--- src/rtl/key_field_editor.sv ---
// key_field_editor: debounced 5-key pad driving an edit session
// over NUM_FIELDS bounded numeric fields with wrap, cancel and timeout.
module key_field_editor #(
  parameter int NUM_FIELDS   = 3,
  parameter int FIELD_W      = 7,
  parameter int DEBOUNCE     = 20000,
  parameter int REPEAT_DELAY = 500000,
  parameter int REPEAT_RATE  = 100000,
  parameter int TIMEOUT      = 1000000,
  localparam int SEL_W = (NUM_FIELDS > 1) ? $clog2(NUM_FIELDS) : 1,
  localparam int VW    = NUM_FIELDS * FIELD_W
) (
  input  logic             CLK,
  input  logic             RESETN,
  input  logic [4:0]       KEY,
  input  logic [VW-1:0]    IN_VALUES,
  input  logic [VW-1:0]    FIELD_MIN,
  input  logic [VW-1:0]    FIELD_MAX,
  input  logic             COMMIT_ACK,
  output logic [VW-1:0]    OUT_VALUES,
  output logic [SEL_W-1:0] FIELD_SEL,
  output logic             EDITING,
  output logic             COMMIT,
  output logic             CANCELLED,
  output logic             TIMED_OUT
);

  localparam int K_DOWN   = 0;
  localparam int K_UP     = 1;
  localparam int K_CANCEL = 2;
  localparam int K_SET    = 3;
  localparam int K_MENU   = 4;

  localparam int RMAX = (REPEAT_DELAY > REPEAT_RATE) ?
                        REPEAT_DELAY : REPEAT_RATE;
  localparam int DBW  = $clog2(DEBOUNCE + 1);
  localparam int RW   = $clog2(RMAX + 1);
  localparam int TW   = $clog2(TIMEOUT + 1);

  typedef enum logic [1:0] {
    IDLE,
    EDIT,
    COMMIT_WAIT
  } state_t;

  logic [4:0]     k_q;
  logic [DBW-1:0] db_cnt;
  logic           armed;
  logic           rep_late;
  logic [RW-1:0]  rep_cnt;
  logic [4:0]     ev_q;
  logic           first_ev;
  logic           rep_ev;
  logic           raw_ev;
  logic           key_chg;

  // Event detection: first stable one-hot sample, then UP/DOWN repeats.
  always_comb begin
    key_chg  = (KEY != k_q);
    first_ev = $onehot(k_q) && (db_cnt == DBW'(DEBOUNCE - 1));
    rep_ev   = armed &&
               (rep_cnt == (rep_late ? RW'(REPEAT_RATE)
                                     : RW'(REPEAT_DELAY)));
    raw_ev   = first_ev || rep_ev;
  end

  // Key sampling, stability counter, repeat timer, event register.
  always_ff @(posedge CLK) begin
    if (!RESETN) begin
      k_q      <= '0;
      db_cnt   <= '0;
      armed    <= 1'b0;
      rep_late <= 1'b0;
      rep_cnt  <= '0;
      ev_q     <= '0;
    end else begin
      k_q <= KEY;
      if (key_chg)
        db_cnt <= '0;
      else if (db_cnt != DBW'(DEBOUNCE))
        db_cnt <= db_cnt + DBW'(1);
      if (key_chg) begin
        armed    <= 1'b0;
        rep_late <= 1'b0;
        rep_cnt  <= '0;
      end else if (raw_ev) begin
        armed    <= k_q[K_UP] | k_q[K_DOWN];
        rep_late <= rep_ev;
        rep_cnt  <= RW'(1);
      end else if (armed) begin
        rep_cnt <= rep_cnt + RW'(1);
      end
      ev_q <= raw_ev ? k_q : 5'b0;
    end
  end

  state_t             state;
  state_t             state_n;
  logic [VW-1:0]      vals;
  logic [VW-1:0]      vals_n;
  logic [SEL_W-1:0]   sel;
  logic [SEL_W-1:0]   sel_n;
  logic [TW-1:0]      idle;
  logic [TW-1:0]      idle_n;
  logic               cancel_n;
  logic               tmo_n;
  logic [FIELD_W-1:0] cur;
  logic [FIELD_W-1:0] mn;
  logic [FIELD_W-1:0] mx;
  logic [FIELD_W-1:0] up_v;
  logic [FIELD_W-1:0] dn_v;

  // Selected field and its wrapped increment/decrement.
  always_comb begin
    cur = '0;
    mn  = '0;
    mx  = '0;
    for (int i = 0; i < NUM_FIELDS; i++) begin
      if (sel == SEL_W'(i)) begin
        cur = vals[i*FIELD_W +: FIELD_W];
        mn  = FIELD_MIN[i*FIELD_W +: FIELD_W];
        mx  = FIELD_MAX[i*FIELD_W +: FIELD_W];
      end
    end
    up_v = (cur >= mx) ? mn : cur + FIELD_W'(1);
    dn_v = (cur <= mn) ? mx : cur - FIELD_W'(1);
  end

  // Session next-state and datapath updates.
  always_comb begin
    state_n  = state;
    vals_n   = vals;
    sel_n    = sel;
    idle_n   = idle;
    cancel_n = 1'b0;
    tmo_n    = 1'b0;
    unique case (state)
      IDLE: begin
        vals_n = IN_VALUES;
        if (ev_q[K_SET]) begin
          state_n = EDIT;
          sel_n   = '0;
          idle_n  = '0;
        end
      end
      EDIT: begin
        if (ev_q != 5'b0) begin
          idle_n = '0;
          unique case (1'b1)
            ev_q[K_MENU]:
              sel_n = (sel == SEL_W'(NUM_FIELDS - 1)) ?
                      '0 : sel + SEL_W'(1);
            ev_q[K_UP]:
              for (int i = 0; i < NUM_FIELDS; i++)
                if (sel == SEL_W'(i))
                  vals_n[i*FIELD_W +: FIELD_W] = up_v;
            ev_q[K_DOWN]:
              for (int i = 0; i < NUM_FIELDS; i++)
                if (sel == SEL_W'(i))
                  vals_n[i*FIELD_W +: FIELD_W] = dn_v;
            ev_q[K_SET]:
              state_n = COMMIT_WAIT;
            ev_q[K_CANCEL]: begin
              state_n  = IDLE;
              cancel_n = 1'b1;
            end
            default: ;
          endcase
        end else if (idle == TW'(TIMEOUT - 1)) begin
          state_n  = IDLE;
          cancel_n = 1'b1;
          tmo_n    = 1'b1;
        end else begin
          idle_n = idle + TW'(1);
        end
      end
      COMMIT_WAIT: begin
        if (COMMIT_ACK)
          state_n = IDLE;
      end
      default: state_n = IDLE;
    endcase
  end

  // Session state, values and registered status outputs.
  always_ff @(posedge CLK) begin
    if (!RESETN) begin
      state     <= IDLE;
      vals      <= '0;
      sel       <= '0;
      idle      <= '0;
      EDITING   <= 1'b0;
      COMMIT    <= 1'b0;
      CANCELLED <= 1'b0;
      TIMED_OUT <= 1'b0;
    end else begin
      state     <= state_n;
      vals      <= vals_n;
      sel       <= sel_n;
      idle      <= idle_n;
      EDITING   <= (state_n == EDIT);
      COMMIT    <= (state_n == COMMIT_WAIT);
      CANCELLED <= cancel_n;
      TIMED_OUT <= tmo_n;
    end
  end

  assign OUT_VALUES = vals;
  assign FIELD_SEL  = sel;

endmodule

--- config.mk ---
export PLATFORM = sky130hd
export DESIGN_NAME = key_field_editor
export DESIGN_NICKNAME = d
export VERILOG_FILES = /design/src/rtl/key_field_editor.sv
export SDC_FILE = /design/constraint.sdc
export NUM_CORES = 1
export LEC_CHECK = 0
export ABC_AREA = 1
export BUFFER_PORTS_ARGS = -buffer_cell sky130_fd_sc_hd__buf_2
export CAP_MARGIN = 5
export CELL_PAD_IN_SITES_DETAIL_PLACEMENT = 1
export CELL_PAD_IN_SITES_GLOBAL_PLACEMENT = 2
export CORE_MARGIN = 1
export CORE_UTILIZATION = 35
export CTS_BUF_LIST = sky130_fd_sc_hd__clkbuf_4
export CTS_CLUSTER_DIAMETER = 50
export DETAILED_ROUTE_END_ITERATION = 8
export GPL_TIMING_DRIVEN = 0
export PLACE_DENSITY_LB_ADDON = 0.1
export SLEW_MARGIN = 15
export SYNTH_ARGS = -nofsm -noshare
export SYNTH_HDL_FRONTEND = slang
export SYNTH_SLANG_ARGS = --single-unit
--- constraint.sdc ---
create_clock -name CLK -period 3.7 [get_ports CLK]
set_input_delay 0.555 -clock CLK [delete_from_list [all_inputs] [get_ports CLK]]
set_output_delay 0.555 -clock CLK [all_outputs]
set_load 0.1 [all_outputs]
==> summary.txt <==
Total negative setup slack = 0 ns
CTS tree = yes
R2R setup slack = 0.55 ns
# resized after CTS = 0
Site row count = 47
Mapped Nets = 950
HPWL Detailed = 16.02 mm
Seq/Total Area, Yosys = 31.97%
Core area = 16,580 um^2
Antenna-violating nets left = 0
CP top delay family = compound AO/OA/AOI/OAI gates
RR Endpoint = OUT_VALUES[2]
Achievable Freq = 317.3 MHz
IO Port Bufs = 97
I/O pin count = 98
Vias in the first global route = 6,536
Fin. Hold Viols = 0
CTS root buf = clkbuf_4
NumNets Final = 1,058
Clk pwr share = 29.7%
DR vias = 6,198
Die width = 132.4 um
Slew @ Worst Pin = 0.7019 ns
Number of setup violations in the final report = 0
Syn. warnings = 0
Sw power = 0.0006304 W
Max_slew headroom = 52.85%
CTS Hold Bufs = 0
GR Util All Layers = 23.65%
Largest fanout on the critical path = 10
EDFF count, synth = 0
Clk Latency, worst-skew pair = 0.49 ns
Flop pwr share = 53.4%
Crit path largest cell delay = 0.39 ns
Cell depth of the worst setup path = 18
Initial core utilization = 35.88%
Hold Crit Class = in -> reg
Clock sinks = 95
Switching share of power = 31.84%
RSZ-0062 raised after global routing = no
Number of remaining DRC errors = 0
Comb pwr share = 16.9%
Worst Path Arrival = 3.57 ns
Skew final = 0.01999 ns
CP max stage cell = dfxtp_1
Critical Path End Type = flop
Slew Viols, Final = 0
Filler cell count = 2,183
Max-cap violations = 0
Startpoint types = flop
Antenna violations before repair = 2
First-pass GRT wire length = 32.98 mm
Cell count after synthesis = 856
CP cell instances = buf_6 > inv_6 > nand2_4 > inv_1 > buf_4 > a22o_1 > a21oi_1 > ha_1 > a21o_1 > a21oi_1 > nand2_1 > inv_1 > nand2_4 > nand2_4 > nand2_1 > nand3_1 > nand3_1 > a21oi_1
Period utilization = 85.19%
Outcome = finished clean
Gr ovfl total = 0
# Post-CTS Setup Buffers = 0
Worst reg-to-reg path cell count = 18
FF+latch count, synth = 95
Int Pwr = 0.001349 W
Inserted Clock Buffers = 9
Post-synth top flop = dfxtp_1
Total Power = 0.001980 W
P_leak = 2.958 nW
Clk buf depth = 2
Asr flop ratio synth = 0%
Buf/Inv on CP = 5
Area growth, synth to finish = 15.18%
Cell Area, Synth = 5949 um^2
Worst hold stages = 3
Clk slew on worst S/H paths = 0.16 ns
Hold EP = k_q[0]
Post-layout min period = 3.152 ns
Router iterations before antenna repair = 5
Min-delay src = KEY[0]
Setup CP Type = reg -> reg
Drt first-iter violations = 220
Largest net degree at the start of global routing = 17
Worst path required time = 4.12 ns
Placer Congestion = 0.8757
DR WL/cell = 16.79 um
Distinct cells, synth = 52
VDD IR-drop max = 0.1555 mV
Pwr Density = 288.9 nW/um^2
Max H-tree Level = 3
Layout cell share with drive strength beyond 1 = 17.85%
Die ar. = 17,520 um^2
Vias/cell = 5.204
DIE HEIGHT = 132.4 um
Detailed Route WL = 19.99 mm
Reg-to-reg startpoint = FIELD_SEL[0]
Syn Area/Cell = 6.950 um^2
==> sequential cells by signal, summed over array words and instances (netlist names) <==
| name | cells |
|---|---|
| FIELD_SEL | 2 |
| OUT_VALUES | 21 |
| state | 2 |
| CANCELLED | 1 |
| EDITING | 1 |
| COMMIT | 1 |
| db_cnt | 15 |
| rep_late | 1 |
| k_q | 5 |
| TIMED_OUT | 1 |
| armed | 1 |
| ev_q | 5 |
| idle | 20 |
| rep_cnt | 19 |
==> power groups by stage <==
stage / clock network (W) / registers (W) / logic [W]
after floorplan: 0 / 0.00116 / 0.000142
after global routing: 0.000655 / 0.00106 / 0.000364
after CTS: 0.000613 / 0.00106 / 0.000335
final: 0.000588 / 0.00106 / 0.000334
after global placement: 0 / 0.00108 / 0.000325
after detailed placement: 0 / 0.00108 / 0.000333
==> through the flow <==
stage,instances,setup WS (ns),utilization (%),area (um^2),hold slack (ns)
3_3_place_gp,1173,0.6495,40.46,6710,0.4524
4_1_cts,1189,0.5498,41.29,6848,0.2345
5_1_grt,1190,0.3117,41.31,6850,0.2406
3_5_place_dp,1173,0.6226,40.46,6710,0.4619
6_report,1191,0.5480,41.32,6853,0.2663
2_1_floorplan,856,0.5661,-,5949,0.4277
==> worst min-delay path, delay by kind of cell <==
family                 cells  cell delay, ns
buffers and inverters      2            0.14
AND/OR/NAND/NOR            1            0.05
==> synth_stat cells, drive strengths merged (4+ instances only) <==
cell type  count  area (um^2)
a211oi         5        37.54
a21oi         88        451.7
a31oi          4        25.02
and3           4        25.02
buf           14        115.1
clkbuf         9        33.78
dfxtp         95         1902
ha            21        262.8
inv          108        410.4
nand2        179        731.9
nand3         86        495.5
nand4         27        190.2
nor2          85        362.8
nor3          20        100.1
nor4          10        68.81
o21ai         39        195.2
xnor2          7        61.31
xor2          27        236.5
==> worst max-delay path by stage <==
stage,start,endpoint
2_1_floorplan,FIELD_SEL[0],OUT_VALUES[18]
4_1_cts,FIELD_SEL[0],OUT_VALUES[2]
5_1_grt,FIELD_SEL[0],OUT_VALUES[15]
3_3_place_gp,FIELD_SEL[0],OUT_VALUES[16]
3_5_place_dp,FIELD_SEL[0],OUT_VALUES[1]
6_report,FIELD_SEL[0],OUT_VALUES[2]
==> cell families after synthesis <==
kind of cell,count (synthesis),share of synthesized area (%)
AOI/OAI and AO/OA,153,14.32
and+or+nand+nor,418,34.09
buffers and inverters,133,9.527
xor gates and xnor gates,34,5.005
adders and majority gates,23,5.089
DFF,95,31.97
==> per-layer routing <==
metal,up-vias,part of all wire (%),global-route usage (%)
met2,111,49,41.99
li1,3068,-,-
met1,2987,44,28.36
met5,-,0,0
met3,32,4.5,4.498
met4,0,2.3,8.174
==> area by class of cell <==
class                           instances  area (um^2)  share of cell area, %
Sequential cell                        95         1902                  27.75
Multi-Input combinational cell        628         3481                  50.79
Clock inverter                          7        70.07                  1.022
Buffer                                 23        148.9                  2.173
Antenna cell                            2        5.005                0.07303
Timing Repair Buffer                   97        485.5                  7.084
Clock buffer                            9        67.56                 0.9859
Tap cell                              220        275.3                  4.017
Inverter                              110        417.9                  6.098
==> layout by cell type, fill, tap and decap left out, drive strengths merged <==
master | Yosys | layout
a211oi | 5 | 5
a21o | 2 | 2
a21oi | 88 | 88
a221oi | 1 | 1
a22o | 2 | 2
a31oi | 4 | 4
and3 | 4 | 4
buf | 14 | 111
bufinv | 0 | 1
clkbuf | 9 | 18
clkinv | 2 | 6
dfxtp | 95 | 95
diode | 0 | 2
fa | 2 | 2
ha | 21 | 21
inv | 108 | 110
nand2 | 179 | 179
nand3 | 86 | 86
nand3b | 1 | 1
nand4 | 27 | 27
nor2 | 85 | 85
nor3 | 20 | 20
nor3b | 3 | 3
nor4 | 10 | 10
o2111ai | 1 | 1
o211ai | 2 | 2
o21a | 3 | 3
o21ai | 39 | 39
o221ai | 2 | 2
o22ai | 3 | 3
o41ai | 1 | 1
or2 | 3 | 3
xnor2 | 7 | 7
xor2 | 27 | 27
(Power assumes the default switching activity.)
